## src/rtl/fft8_pkg.sv

```systemverilog
// Shared constants, FSM state type and slot-order helper for the FFT8 sample loader.
package fft8_pkg;

    localparam int unsigned N_POINTS       = 8;
    localparam int unsigned IDX_W          = 3;
    localparam int unsigned DATA_W_DEFAULT = 32;

    typedef enum logic [1:0] {
        FILL,
        LAUNCH,
        WAIT
    } state_t;

    // Reverse the three index bits: sample n lands in slot bitrev3(n).
    function automatic logic [IDX_W-1:0] bitrev3(input logic [IDX_W-1:0] n);
        return {n[0], n[1], n[2]};
    endfunction

endpackage

```

## src/rtl/fft8_sample_loader_if.sv

```systemverilog
// Sample stream into the loader: valid/ready handshake carrying one complex sample.
interface fft8_sample_loader_if
    import fft8_pkg::*;
#(
    parameter int unsigned DATA_W = DATA_W_DEFAULT
);

    logic [DATA_W-1:0] in_data;
    logic              in_valid;
    logic              in_ready;

    modport master (
        output in_data,
        output in_valid,
        input  in_ready
    );

    modport slave (
        input  in_data,
        input  in_valid,
        output in_ready
    );

endinterface

```

## src/rtl/fft8_sample_loader.sv

```systemverilog
// Collects eight streamed samples into a frame, strobes the FFT core, and waits
// for its completion flag (or a timeout) before accepting the next frame.
module fft8_sample_loader
    import fft8_pkg::*;
#(
    parameter int unsigned DATA_W       = DATA_W_DEFAULT,
    parameter int unsigned PULSE_CYCLES = 5,
    parameter int unsigned TIMEOUT      = 255,
    parameter bit          BITREV       = 1'b1
) (
    input  logic                clk,
    input  logic                reset_n,
    fft8_sample_loader_if.slave in_if,
    output logic [DATA_W-1:0]   x0,
    output logic [DATA_W-1:0]   x1,
    output logic [DATA_W-1:0]   x2,
    output logic [DATA_W-1:0]   x3,
    output logic [DATA_W-1:0]   x4,
    output logic [DATA_W-1:0]   x5,
    output logic [DATA_W-1:0]   x6,
    output logic [DATA_W-1:0]   x7,
    output logic                input_pulse,
    input  logic                success,
    output logic                frame_done,
    output logic                err_timeout,
    output logic [7:0]          frame_cnt
);

    // One counter serves both the pulse phase and the wait phase.
    localparam int unsigned CNT_MAX = (PULSE_CYCLES > TIMEOUT) ? PULSE_CYCLES : TIMEOUT;
    localparam int unsigned CNT_W   = $clog2(CNT_MAX + 1);
    localparam logic [CNT_W-1:0] PULSE_LAST = CNT_W'(PULSE_CYCLES - 1);
    localparam logic [CNT_W-1:0] WAIT_LAST  = CNT_W'(TIMEOUT - 1);

    state_t             state_q, state_d;
    logic [IDX_W-1:0]   idx_q, idx_d;
    logic [CNT_W-1:0]   cnt_q, cnt_d;
    logic               done_q, done_d;
    logic               err_q, err_d;
    logic [7:0]         fcnt_q, fcnt_d;
    logic [DATA_W-1:0]  slot_q [N_POINTS];

    logic               wr_en;
    logic [IDX_W-1:0]   wr_slot;

    // Next-state, slot-write and counter decisions for the FILL/LAUNCH/WAIT cycle.
    always_comb begin
        state_d = state_q;
        idx_d   = idx_q;
        cnt_d   = cnt_q;
        done_d  = 1'b0;
        err_d   = err_q;
        fcnt_d  = fcnt_q;
        wr_en   = 1'b0;
        wr_slot = BITREV ? bitrev3(idx_q) : idx_q;

        case (state_q)
            FILL: begin
                if (in_if.in_valid) begin
                    wr_en = 1'b1;
                    if (idx_q == IDX_W'(N_POINTS - 1)) begin
                        idx_d   = '0;
                        cnt_d   = '0;
                        state_d = LAUNCH;
                    end else begin
                        idx_d = idx_q + IDX_W'(1);
                    end
                end
            end
            LAUNCH: begin
                if (cnt_q == PULSE_LAST) begin
                    cnt_d   = '0;
                    state_d = WAIT;
                end else begin
                    cnt_d = cnt_q + CNT_W'(1);
                end
            end
            WAIT: begin
                // Success takes priority over a timeout landing in the same cycle.
                if (success) begin
                    done_d  = 1'b1;
                    fcnt_d  = fcnt_q + 8'd1;
                    state_d = FILL;
                end else if (cnt_q == WAIT_LAST) begin
                    err_d   = 1'b1;
                    state_d = FILL;
                end else begin
                    cnt_d = cnt_q + CNT_W'(1);
                end
            end
            default: state_d = FILL;
        endcase
    end

    // Control state registers; reset discards any partial frame.
    always_ff @(posedge clk or negedge reset_n) begin
        if (!reset_n) begin
            state_q <= FILL;
            idx_q   <= '0;
            cnt_q   <= '0;
            done_q  <= 1'b0;
            err_q   <= 1'b0;
            fcnt_q  <= '0;
        end else begin
            state_q <= state_d;
            idx_q   <= idx_d;
            cnt_q   <= cnt_d;
            done_q  <= done_d;
            err_q   <= err_d;
            fcnt_q  <= fcnt_d;
        end
    end

    // Frame register bank; only FILL-state accepts write it, so it holds through LAUNCH/WAIT.
    always_ff @(posedge clk or negedge reset_n) begin
        if (!reset_n) begin
            for (int unsigned i = 0; i < N_POINTS; i++) begin
                slot_q[i] <= '0;
            end
        end else if (wr_en) begin
            slot_q[wr_slot] <= in_if.in_data;
        end
    end

    // Strobe decoded from the state register so reset drops it immediately.
    assign input_pulse    = (state_q == LAUNCH);
    assign in_if.in_ready = (state_q == FILL);
    assign frame_done     = done_q;
    assign err_timeout    = err_q;
    assign frame_cnt      = fcnt_q;

    assign x0 = slot_q[0];
    assign x1 = slot_q[1];
    assign x2 = slot_q[2];
    assign x3 = slot_q[3];
    assign x4 = slot_q[4];
    assign x5 = slot_q[5];
    assign x6 = slot_q[6];
    assign x7 = slot_q[7];

endmodule

```

## src/flat_wrapper.sv

```systemverilog
// flat-port wrapper written by rule: the top's interface ports become plain ports
module fft8_sample_loader_flat import fft8_pkg::*;
#(
    parameter int unsigned DATA_W       = DATA_W_DEFAULT,
    parameter int unsigned PULSE_CYCLES = 5,
    parameter int unsigned TIMEOUT      = 255,
    parameter bit          BITREV       = 1'b1
)
  (clk, reset_n, x0, x1, x2, x3, x4, x5, x6, x7, input_pulse, success, frame_done, err_timeout, frame_cnt, in_if_in_data, in_if_in_valid, in_if_in_ready);
  fft8_sample_loader_if #(.DATA_W(DATA_W)) in_if_i ();
  input  logic clk;
  input  logic reset_n;
  output logic [DATA_W-1:0] x0;
  output logic [DATA_W-1:0] x1;
  output logic [DATA_W-1:0] x2;
  output logic [DATA_W-1:0] x3;
  output logic [DATA_W-1:0] x4;
  output logic [DATA_W-1:0] x5;
  output logic [DATA_W-1:0] x6;
  output logic [DATA_W-1:0] x7;
  output logic input_pulse;
  input  logic success;
  output logic frame_done;
  output logic err_timeout;
  output logic [7:0] frame_cnt;
  input wire logic [$bits(in_if_i.in_data)-1:0] in_if_in_data;
  input wire logic [$bits(in_if_i.in_valid)-1:0] in_if_in_valid;
  output wire logic [$bits(in_if_i.in_ready)-1:0] in_if_in_ready;
  assign in_if_i.in_data = in_if_in_data;
  assign in_if_i.in_valid = in_if_in_valid;
  assign in_if_in_ready = in_if_i.in_ready;
  fft8_sample_loader #(.DATA_W(DATA_W), .PULSE_CYCLES(PULSE_CYCLES), .TIMEOUT(TIMEOUT), .BITREV(BITREV)) u_core (.clk(clk), .reset_n(reset_n), .in_if(in_if_i), .x0(x0), .x1(x1), .x2(x2), .x3(x3), .x4(x4), .x5(x5), .x6(x6), .x7(x7), .input_pulse(input_pulse), .success(success), .frame_done(frame_done), .err_timeout(err_timeout), .frame_cnt(frame_cnt));
endmodule
```

## config.mk

```make
export PLATFORM = sky130hd
export DESIGN_NAME = fft8_sample_loader_flat
export DESIGN_NICKNAME = d
export VERILOG_FILES = /design/src/rtl/fft8_pkg.sv /design/src/rtl/fft8_sample_loader_if.sv /design/src/rtl/fft8_sample_loader.sv /design/src/flat_wrapper.sv
export SDC_FILE = /design/constraint.sdc
export NUM_CORES = 1
export LEC_CHECK = 0
export BUFFER_PORTS_ARGS = -buffer_cell sky130_fd_sc_hd__buf_4
export CORE_UTILIZATION = 47
export DETAILED_ROUTE_END_ITERATION = 6
export PLACE_DENSITY = 0.76
export SETUP_SLACK_MARGIN = 0.1
export SLEW_MARGIN = 20
export SYNTH_ARGS = -nofsm -noshare
export SYNTH_HDL_FRONTEND = slang
export SYNTH_SLANG_ARGS = --single-unit
```

## constraint.sdc

```tcl
create_clock -name clk -period 2.32 [get_ports clk]
set_clock_uncertainty 0.2 [all_clocks]
set_input_delay 0.464 -clock clk [delete_from_list [all_inputs] [get_ports clk]]
set_output_delay 0.464 -clock clk [all_outputs]
set_load 0.02 [all_outputs]
```

==> reports/qor.txt, run 1 <==
Outcome: complete, no violations
# IOs: 304
Synth Warn #: 0
Data arrival, critical path: 1.55 ns
Most area-hungry cell type in the Yosys netlist: dfrtp_1
Layout Nets: 1,054
TritonCTS Buffers: 29
TritonCTS clock tree: built
Critical Path RT: 1.66 ns
Vias in the first global route: 7,246
Most common cell after layout, fill and taps aside: buf_4
Core area: 22,600 µm²
Iter 0 DRT Violations: 329
Max-slew headroom: 0.622
Clk_lat worst skew: 0.53 ns
VDD IR max: 0.00101 V
Min Tclk post-route: 2.22 ns
Kind of critical path: flop to output port
Fraction of layout cells with a size suffix above 1: 0.638
Total wire length: 26.0 mm
Remaining antenna violation count: 0
Die area: 23,500 µm²
RSZ-0062 raised after global routing: true
Average size of a mapped cell: 16.1 µm²
Setup crit start kind: flop
Cell internal pwr: 0.0148 W
Worst-path maximum fanout: 4
Clock Path Buffers: 3
Async S/R FF share, synth: 1.00
Row count: 55
Family with the most delay on the worst path: flip-flops
Pleak: 7.22 nW
Clk sinks: 279
Distinct cell type count after synthesis: 38
Reg power frac: 0.359
Top cells by area, synth: dfrtp_1 65%, mux2_2 26%, ha_1 1.6%
Initial Util: 0.477
Hold Crit Class: primary input to flop
Inst Count DP: 1,255
Primary FF master, synth: dfrtp_1
Setup TNS: 0 ns
Fmax: 0.451 GHz
Area occupied by multi-input gates: 3680 µm²
Die width: 153 µm
Maxcap violations: 0
Clock transition at path regs: 0.06 ns
Syn Nets: 720
GRT overflow: 0
First-pass GRT wire length: 41.0 mm
DRC Markers: 0
DP Wirelength: 17.7 mm
Sw power: 0.00837 W
RD Place Congestion: 0.800
Mapped Cells: 670
FF/Latch Area: 6980 µm²
Max Transition Viols Final: 0
Layout overhead on the synthesized area: 35.5%
Vias: 6,815
Final non-filler cell total: 1,309
Root buf cell: clkbuf_16
Max stage delay cell, worst path: dfrtp_1
Buf+Inv Stages, Crit Path: 2
Period utilization: 0.956
Sw frac: 0.362
Tot GR Track Use: 0.222
Post-synth EDFFs: 0
PortBufs: 303
Most frequent CP cell: buf_4
Clock H-tree levels: 1
Clock Power Share: 0.200
Setup violators final: 0
Ant. Diodes: 0
Seq/Total Area, Yosys: 0.648
Synthesis-stage register bit count: 279
Die H: 153 µm
Actual slew at the worst max-slew pin: 0.562 ns
Largest net degree at the start of global routing: 68
Wire length per cell: 19.8 µm
Gate power share: 0.441
Worst path max stage delay: 0.40 ns
First-pass DRT Iterations: 4
Post-synthesis cell area: 10,800 µm²
Drt via density: 5.21
Power Density: 1590 nW/µm²
Initial antenna violation count: 0
Filler cell count: 1,715
Commonest non-fill, non-tap cells in the layout: 323 x buf_4, 279 x dfrtp_1, 253 x mux2_2
Share of the synthesized area in the top cell type: 0.648
Critical-path cell list: buf_4, ha_1, buf_4
Count of final hold-check violations: 0
CP Capture Type: output port
[metal layers]
metal | track usage | share of wire
met5 | 0 | 0
met1 | 0.287 | 0.42
met3 | 0.0485 | 0.061
met2 | 0.380 | 0.50
met4 | 0.0548 | 0.019
[cell families after synthesis]
family	synth area share
compound gates	0.0185
xor+xnor	0.00569
fa+ha+maj	0.0163
buf+inv	0.0151
simple gates	0.0254
mux	0.271
flops	0.648
[power by group through the flow]
stage	clock [W]	sequential [W]	combinational, W
after CTS	0.00472	0.00829	0.0103
final	0.00463	0.00830	0.0102
after detailed placement	0	0.00835	0.0102
after floorplan	0	0.0109	0.00286
after global placement	0	0.00825	0.0101
after global routing	0.00493	0.00858	0.0107
[flip-flops by register name (all words and copies together), names as in the netlist]
name	cells
u_core.x3	32
u_core.x4	32
u_core.idx_q	3
u_core.x7	32
u_core.x1	32
u_core.x5	32
u_core.x0	32
u_core.err_timeout	1
u_core.x6	32
u_core.cnt_q	8
u_core.state_q	2
u_core.frame_cnt	8
u_core.frame_done	1
u_core.x2	32
[worst reg2reg max path, delay by kind of cell, from the launching register on]
kind	cells	cell delay, ns
and+or+nand+nor	1	0.56
DFF	1	0.37
buffers and inverters	2	0.24
AOI/OAI and AO/OA	3	0.52
adders and majority gates	1	0.18
[path summary, 6_finish.rpt]
| check | from | cells past startpoint | slack [ns] | endpoint |
|---|---|---|---|---|
| setup / recovery | u_core.state_q[0]$_DFFE_PN0P_ | 3 | 0.10 | input_pulse |
| hold / removal | in_if_in_data[19] | 2 | 0.02 | u_core.x3[19]$_DFFE_PN0P_ |
| setup reg to reg | u_core.state_q[0]$_DFFE_PN0P_ | 7 | 0.13 | u_core.cnt_q[3]$_DFFE_PN0P_ |
| hold reg to reg | u_core.err_timeout$_DFFE_PN0P_ | 1 | 0.26 | u_core.err_timeout$_DFFE_PN0P_ |
| max in group asynchronous | reset_n | 3 | 0.98 | u_core.x5[13]$_DFFE_PN0P_ |
| min in group asynchronous | reset_n | 2 | 0.24 | u_core.frame_cnt[1]$_DFFE_PN0N_ |
[cell usage after synthesis (all sizes together) (5+ instances only)]
cell / n
nand2: 13
ha: 14
o21ai: 5
and3: 9
xnor2: 5
nand3: 11
inv: 9
nor2: 8
mux2: 258
a221o: 6
dfrtp: 279
buf: 26
[area by class of cell]
cell class	count	area share
clock buffer	40	0.0587
clock inverter	11	0.00746
inverter	9	0.00232
multi-input combinational	354	0.252
sequential	279	0.479
tap	285	0.0244
timing repair buffer	331	0.176
[stage by stage]
step                hold slack [ns]   util  setup slack, ns  total power (W)  instance area [µm²]
global route                 0.0155  0.646           0.0668           0.0242                14600
floorplan                   -0.0316      -            0.149           0.0138                10800
finish                       0.0191  0.646            0.102           0.0231                14600
detailed placement            0.209  0.601            0.106           0.0186                13600
global placement              0.204  0.601            0.164           0.0183                13600
CTS                         0.00170  0.645            0.132           0.0233                14600
[timing repair]
action | CTS | global route
endpoints found under the hold margin | 40 | 0
buffers inserted | 1 | 1
endpoints found under the setup margin | 3 | 31
resized for setup | 0 | 9
hold buffers | 1 | 0
(Power assumes the default switching activity.)
==> inputs of run 2 (changes only) <==
Settings changed: ABC_AREA set to 1, SLEW_MARGIN 20 to unset.
==> reports/qor.txt, run 2 <==
Pre-CTS setup slack: 0.201 ns (was 0.106 ns)
Die area: 22,900 µm² (was 23,500 µm²)
Tot Pwr: 0.0227 W (was 0.0231 W)
Outcome: complete, no violations (unchanged)
Distinct cell type count after synthesis: 25 (was 38)
Setup crit start kind: flop (unchanged)
Actual slew at the worst max-slew pin: 0.457 ns (was 0.562 ns)
Setup violators final: 0 (unchanged)
R2r endpoint: u_core.cnt_q[1]$_DFFE_PN0P_ (was u_core.cnt_q[3]$_DFFE_PN0P_)
Min Tclk post-route: 2.14 ns (was 2.22 ns)
VDD IR max: 0.000936 V (was 0.00101 V)
Top cells by area, synth: dfrtp_1 67%, nand2_1 8.0%, a21oi_1 4.7% (was dfrtp_1 65%, mux2_2 26%, ha_1 1.6%)
# IOs: 304 (unchanged)
Synth Warn #: 0 (unchanged)
Pleak: 7.10 nW (was 7.22 nW)
Tot GR Track Use: 0.248 (was 0.222)
Fin worst setup slack: 0.183 ns (was 0.102 ns)
Core area: 21,800 µm² (was 22,600 µm²)
RD Place Congestion: 0.838 (was 0.800)
Maxcap violations: 0 (unchanged)
TritonCTS Buffers: 29 (unchanged)
Routing usage on met2: 0.411 (was 0.380)
Power Density: 1620 nW/µm² (was 1590 nW/µm²)
Die width: 151 µm (was 153 µm)
Clock Path Buffers: 3 (unchanged)
Remaining antenna violation count: 0 (unchanged)
Kind of critical path: flop to output port (unchanged)
Count of final hold-check violations: 0 (unchanged)
Clock H-tree levels: 1 (unchanged)
Iter 0 DRT Violations: 358 (was 329)
Fmax: 0.468 GHz (was 0.451 GHz)
First-pass DRT Iterations: 6 (was 4)
Clock transition at path regs: 0.06 ns (about the same)
Worst Reg-to-Reg Cells: 9 (was 7)
Post-synthesis cell area: 10,500 µm² (was 10,800 µm²)
Commonest non-fill, non-tap cells in the layout: 315 x buf_4, 279 x dfrtp_1, 224 x nand2_1 (was 323 x buf_4, 279 x dfrtp_1, 253 x mux2_2)
Seq/Total Area, Yosys: 0.668 (was 0.648)
Inst Count DP: 1,590 (was 1,255)
TritonCTS clock tree: built (unchanged)
Post-synth EDFFs: 0 (unchanged)
Data arrival, critical path: 1.47 ns (was 1.55 ns)
PortBufs: 303 (unchanged)
Met1 Use GR: 0.324 (was 0.287)
Ant. Diodes: 0 (unchanged)
Share of the synthesized area in the top cell type: 0.668 (was 0.648)
Period utilization: 0.921 (was 0.956)
Final non-filler cell total: 1,642 (was 1,309)
Layout overhead on the synthesized area: 34.2% (was 35.5%)
GRT busiest layer: met2 (unchanged)
Root buf cell: clkbuf_16 (unchanged)
Most area-hungry cell type in the Yosys netlist: dfrtp_1 (unchanged)
Max Transition Viols Final: 0 (unchanged)
Async S/R FF share, synth: 1.00 (unchanged)
Clk sinks: 279 (unchanged)
Synth top cells by count: 279 x dfrtp_1, 224 x nand2_1, 118 x nor2_1 (was 279 x dfrtp_1, 253 x mux2_2, 16 x buf_2)
Initial antenna violation count: 0 (unchanged)
Syn Nets: 1,085 (was 720)
Layout Nets: 1,392 (was 1,054)
Primary FF master, synth: dfrtp_1 (unchanged)
Die H: 151 µm (was 153 µm)
Max-slew headroom: 0.695 (was 0.622)
Wire length per cell: 17.2 µm (was 19.8 µm)
Setup TNS: 0 ns (unchanged)
Fraction of layout cells with a size suffix above 1: 0.280 (was 0.638)
Clk_lat worst skew: 0.52 ns (was 0.53 ns)
Grt met3 use: 0.0593 (was 0.0485)
Worst-path maximum fanout: 5 (was 4)
Total wire length: 28.3 mm (was 26.0 mm)
Vias in the first global route: 7,962 (was 7,246)
Synthesis-stage register bit count: 279 (unchanged)
Drt via density: 5.09 (was 5.21)
Most common cell after layout, fill and taps aside: buf_4 (unchanged)
Crit path launch: u_core.state_q[1]$_DFFE_PN0P_ (was u_core.state_q[0]$_DFFE_PN0P_)
Critical Path RT: 1.66 ns (about the same)
First-pass GRT wire length: 43.5 mm (was 41.0 mm)
R2R Path Start: u_core.state_q[0]$_DFFE_PN0P_ (unchanged)
Average size of a mapped cell: 10.1 µm² (was 16.1 µm²)
CP Capture Type: output port (unchanged)
RSZ-0062 raised after global routing: false (was true)
DRC Markers: 0 (unchanged)
DP Wirelength: 19.7 mm (was 17.7 mm)
Reg2Reg Setup Slack: 0.27 ns (was 0.13 ns)
Mapped Cells: 1,035 (was 670)
Vias: 8,361 (was 6,815)
# Post-CTS Setup Buffers: 0 (was 1)
GRT overflow: 0 (unchanged)
Largest net degree at the start of global routing: 70 (was 68)
Initial Util: 0.479 (was 0.477)
Row count: 54 (was 55)
Count leader, synth: dfrtp_1 (unchanged)
Hold Crit Class: primary input to flop (unchanged)
Crit path to: in_if_in_ready (was input_pulse)
run 2: final cells by class:
| cell class | count | area [µm²] |
|---|---|---|
| Sequential cell | 279 | 6980 |
| Clock buffer | 45 | 856 |
| Fill cell | 1770 | 7790 |
| Inverter | 57 | 216 |
| Clock inverter | 6 | 36.3 |
| Tap cell | 280 | 350 |
| Multi-Input combinational cell | 650 | 3040 |
| Timing Repair Buffer | 325 | 2550 |
run 2: stage by stage:
stage	instance area (µm²)	hold slack (ns)	util
final	14000	0.116	0.643
after global routing	14000	0.113	0.643
after CTS	14000	0.101	0.643
after detailed placement	13100	0.203	0.601
after global placement	13100	0.201	0.601
after floorplan	10500	-0.0316	-
run 2: report_power, final:
group	internal [W]	total [W]	leakage, nW	switching, W
logic	0.00402	0.00989	3.21	0.00586
clock network	0.00252	0.00432	0.438	0.00180
registers	0.00709	0.00848	3.46	0.00139
run 2: worst min path at each step:
stage / startpoint / to / slack, ns / cells past startpoint
6_report: in_if_in_data[1] / u_core.x1[1]$_DFFE_PN0P_ / 0.12 / 3
3_5_place_dp: reset_n / u_core.x0[12]$_DFFE_PN0P_ / 0.20 / 1
3_3_place_gp: reset_n / u_core.x0[12]$_DFFE_PN0P_ / 0.20 / 1
2_1_floorplan: reset_n / u_core.cnt_q[0]$_DFFE_PN0P_ / -0.03 / 0
5_1_grt: in_if_in_data[1] / u_core.x3[1]$_DFFE_PN0P_ / 0.11 / 3
4_1_cts: in_if_in_data[1] / u_core.x3[1]$_DFFE_PN0P_ / 0.10 / 3
run 2: logic make-up after synthesis:
family | Yosys count | share of synthesized area
XOR/XNOR | 4 | 0.00335
AO/OA/AOI/OAI | 270 | 0.130
AND/OR/NAND/NOR | 362 | 0.139
buffers and inverters | 106 | 0.0425
flip-flops | 279 | 0.668
adder cells (fa/ha/maj) | 14 | 0.0168
run 2: layer usage:
layer  up-vias  part of all wire
met5         -                 0
met4         0             0.023
met3        47             0.090
met2       328              0.48
met1      4001              0.41
li1       3985                 -
run 2: timing repair:
action | CTS | global route
hold buffers | 1 | 0
hold endpoints to repair | 43 | 0
resized for setup | 0 | 2
endpoints found under the setup margin | 0 | 9
run 2: worst max-delay path, stage by stage (launching register included):
cell	delay, ns
dfrtp_1	0.42
inv_1	0.11
ha_2	0.24
buf_4	0.18
==> inputs of run 3 (changes only) <==
Settings changed: SETUP_SLACK_MARGIN 0.1 to 0.4.
==> reports/qor.txt, run 3 (synthesized netlist as in run 2, its figures left out) <==
Clock Path Buffers: 3 (unchanged)
GRT overflow: 0 (unchanged)
Count of final hold-check violations: 0 (unchanged)
Die width: 151 µm (unchanged)
Max Transition Viols Final: 0 (unchanged)
Tot GR Track Use: 0.250 (was 0.248)
First-pass GRT wire length: 43.8 mm (was 43.5 mm)
Fraction of layout cells with a size suffix above 1: 0.301 (was 0.280)
Vias: 8,468 (was 8,361)
Clk sinks: 279 (unchanged)
Routing usage on met2: 0.407 (was 0.411)
Commonest non-fill, non-tap cells in the layout: 317 x buf_4, 276 x dfrtp_1, 223 x nand2_1 (was 315 x buf_4, 279 x dfrtp_1, 224 x nand2_1)
Layout Nets: 1,403 (was 1,392)
Pleak: 7.20 nW (was 7.10 nW)
Maxcap violations: 0 (unchanged)
Area occupied by multi-input gates: 3140 µm² (was 3040 µm²)
Initial Util: 0.479 (unchanged)
Drt via density: 5.12 (was 5.09)
TritonCTS clock tree: built (unchanged)
PortBufs: 303 (unchanged)
CP Capture Type: output port (unchanged)
Max-slew headroom: 0.708 (was 0.695)
Period utilization: 0.867 (was 0.921)
Initial antenna violation count: 0 (unchanged)
DRC Markers: 0 (unchanged)
Die H: 151 µm (unchanged)
Filler cell count: 1,734 (was 1,770)
Ant. Diodes: 0 (unchanged)
Critical Path RT: 1.66 ns (about the same)
Worst hold stages: 3 (unchanged)
Max stage delay cell, worst path: dfrtp_2 (was dfrtp_1)
Largest net degree at the start of global routing: 67 (was 70)
Setup violators final: 0 (unchanged)
RD Place Congestion: 0.844 (was 0.838)
Min Tclk post-route: 2.01 ns (was 2.14 ns)
Core area: 21,800 µm² (unchanged)
Outcome: complete, no violations (unchanged)
Setup crit start kind: flop (unchanged)
Clk_lat worst skew: 0.53 ns (was 0.52 ns)
Vias in the first global route: 8,014 (was 7,962)
Clock H-tree levels: 1 (unchanged)
TritonCTS Buffers: 28 (was 29)
FF/Latch Area: 6990 µm² (was 6980 µm²)
Area after DPL: 13,100 µm² (about the same)
Hold Crit Class: primary input to flop (unchanged)
Data arrival, critical path: 1.35 ns (was 1.47 ns)
Met1 Use GR: 0.329 (was 0.324)
VDD IR max: 0.000948 V (was 0.000936 V)
# IOs: 304 (unchanged)
GRT busiest layer: met2 (unchanged)
Clock transition at path regs: 0.06 ns (about the same)
Wire length per cell: 17.9 µm (was 17.2 µm)
Grt met3 use: 0.0687 (was 0.0593)
Fmax: 0.497 GHz (was 0.468 GHz)
Iter 0 DRT Violations: 392 (was 358)
Power Density: 1630 nW/µm² (was 1620 nW/µm²)
Most common cell after layout, fill and taps aside: buf_4 (unchanged)
Kind of critical path: flop to output port (unchanged)
RSZ-0062 raised after global routing: true (was false)
Row count: 54 (unchanged)
Worst path max stage delay: 0.43 ns (was 0.42 ns)
Post-route cell area: 14,300 µm² (was 14,000 µm²)
Setup TNS: 0 ns (unchanged)
Die area: 22,900 µm² (unchanged)
Actual slew at the worst max-slew pin: 0.437 ns (was 0.457 ns)
Worst-path maximum fanout: 4 (was 5)
Layout overhead on the synthesized area: 37.0% (was 34.2%)
Critical-path cell list: inv_2, ha_4, buf_6 (was inv_1, ha_2, buf_4)
Remaining antenna violation count: 0 (unchanged)
Total wire length: 29.5 mm (was 28.3 mm)
Final non-filler cell total: 1,654 (was 1,642)
First-pass DRT Iterations: 4 (was 6)
Inst Count DP: 1,588 (was 1,590)
Worst Reg-to-Reg Cells: 7 (was 9)
DP Wirelength: 19.7 mm (about the same)
Root buf cell: clkbuf_16 (unchanged)
run 3: changes by cell type in the layout (fill, tap and decap cells not counted), sizes merged:
cell | before | now
buf | 324 | 333
clkbuf | 45 | 40
clkinv | 5 | 9
bufinv | 0 | 2
nand3 | 10 | 12
clkinvlp | 1 | 2
inv | 57 | 56
run 3: critical path: cells and delay by family, from the launching register on:
family                   cells  cell delay, ns
buffers and inverters        2            0.22
flip-flops                   1            0.43
adder cells (fa/ha/maj)      1            0.16
run 3: timing repair:
action / in CTS / in global routing
cloned: 2 / 1
gates resized for setup: 10 / 19
hold buffers: 1 / 0
buffers inserted: 5 / 6
endpoints found under the setup margin: 70 / 149
pin swaps: 4 / 2
endpoints found under the hold margin: 44 / 0
run 3: per-stage QoR:
stage	hold slack, ns	total power, W	utilization	worst slack, ns
6_report	0.0594	0.0233	0.656	0.309
5_1_grt	0.0498	0.0246	0.656	0.263
4_1_cts	0.0883	0.0233	0.650	0.288
3_5_place_dp	0.210	0.0184	0.602	0.202
3_3_place_gp	0.211	0.0181	0.602	0.275
2_1_floorplan	-0.0316	0.0136	-	0.509
run 3: final timing paths:
| path | startpoint | to | slack [ns] |
|---|---|---|---|
| worst min-delay path | success | u_core.frame_done$_DFF_PN0_ | 0.06 |
| worst min register to register | u_core.x6[12]$_DFFE_PN0P_ | u_core.x6[12]$_DFFE_PN0P_ | 0.28 |
| worst max register to register | u_core.idx_q[1]$_DFFE_PN0P_ | u_core.x5[24]$_DFFE_PN0P_ | 0.41 |
| max in group asynchronous | reset_n | u_core.idx_q[0]$_DFFE_PN0P_ | 0.97 |
| min in group asynchronous | reset_n | u_core.x6[8]$_DFFE_PN0P_ | 0.26 |
| worst max-delay path | u_core.state_q[0]$_DFFE_PN0P_ | in_if_in_ready | 0.31 |
run 3: routing by layer:
layer	wire length [µm]	vias to the layer above
met2	14100	306
li1	-	3996
met5	0	-
met4	735	0
met1	12200	4116
met3	2470	50
run 3: cell type report:
type,count,area share
clock buffer,39,0.0575
clock inverter,12,0.00812
inverter,57,0.0155
multi-input combinational,652,0.219
sequential,279,0.488
tap,280,0.0245
timing repair buffer,335,0.188
run 3: where the power goes:
| part | leakage, nW | switching, W | internal (W) |
|---|---|---|---|
| combinational | 3.28 | 0.00607 | 0.00424 |
| sequential | 3.45 | 0.00134 | 0.00709 |
| clock | 0.469 | 0.00185 | 0.00269 |
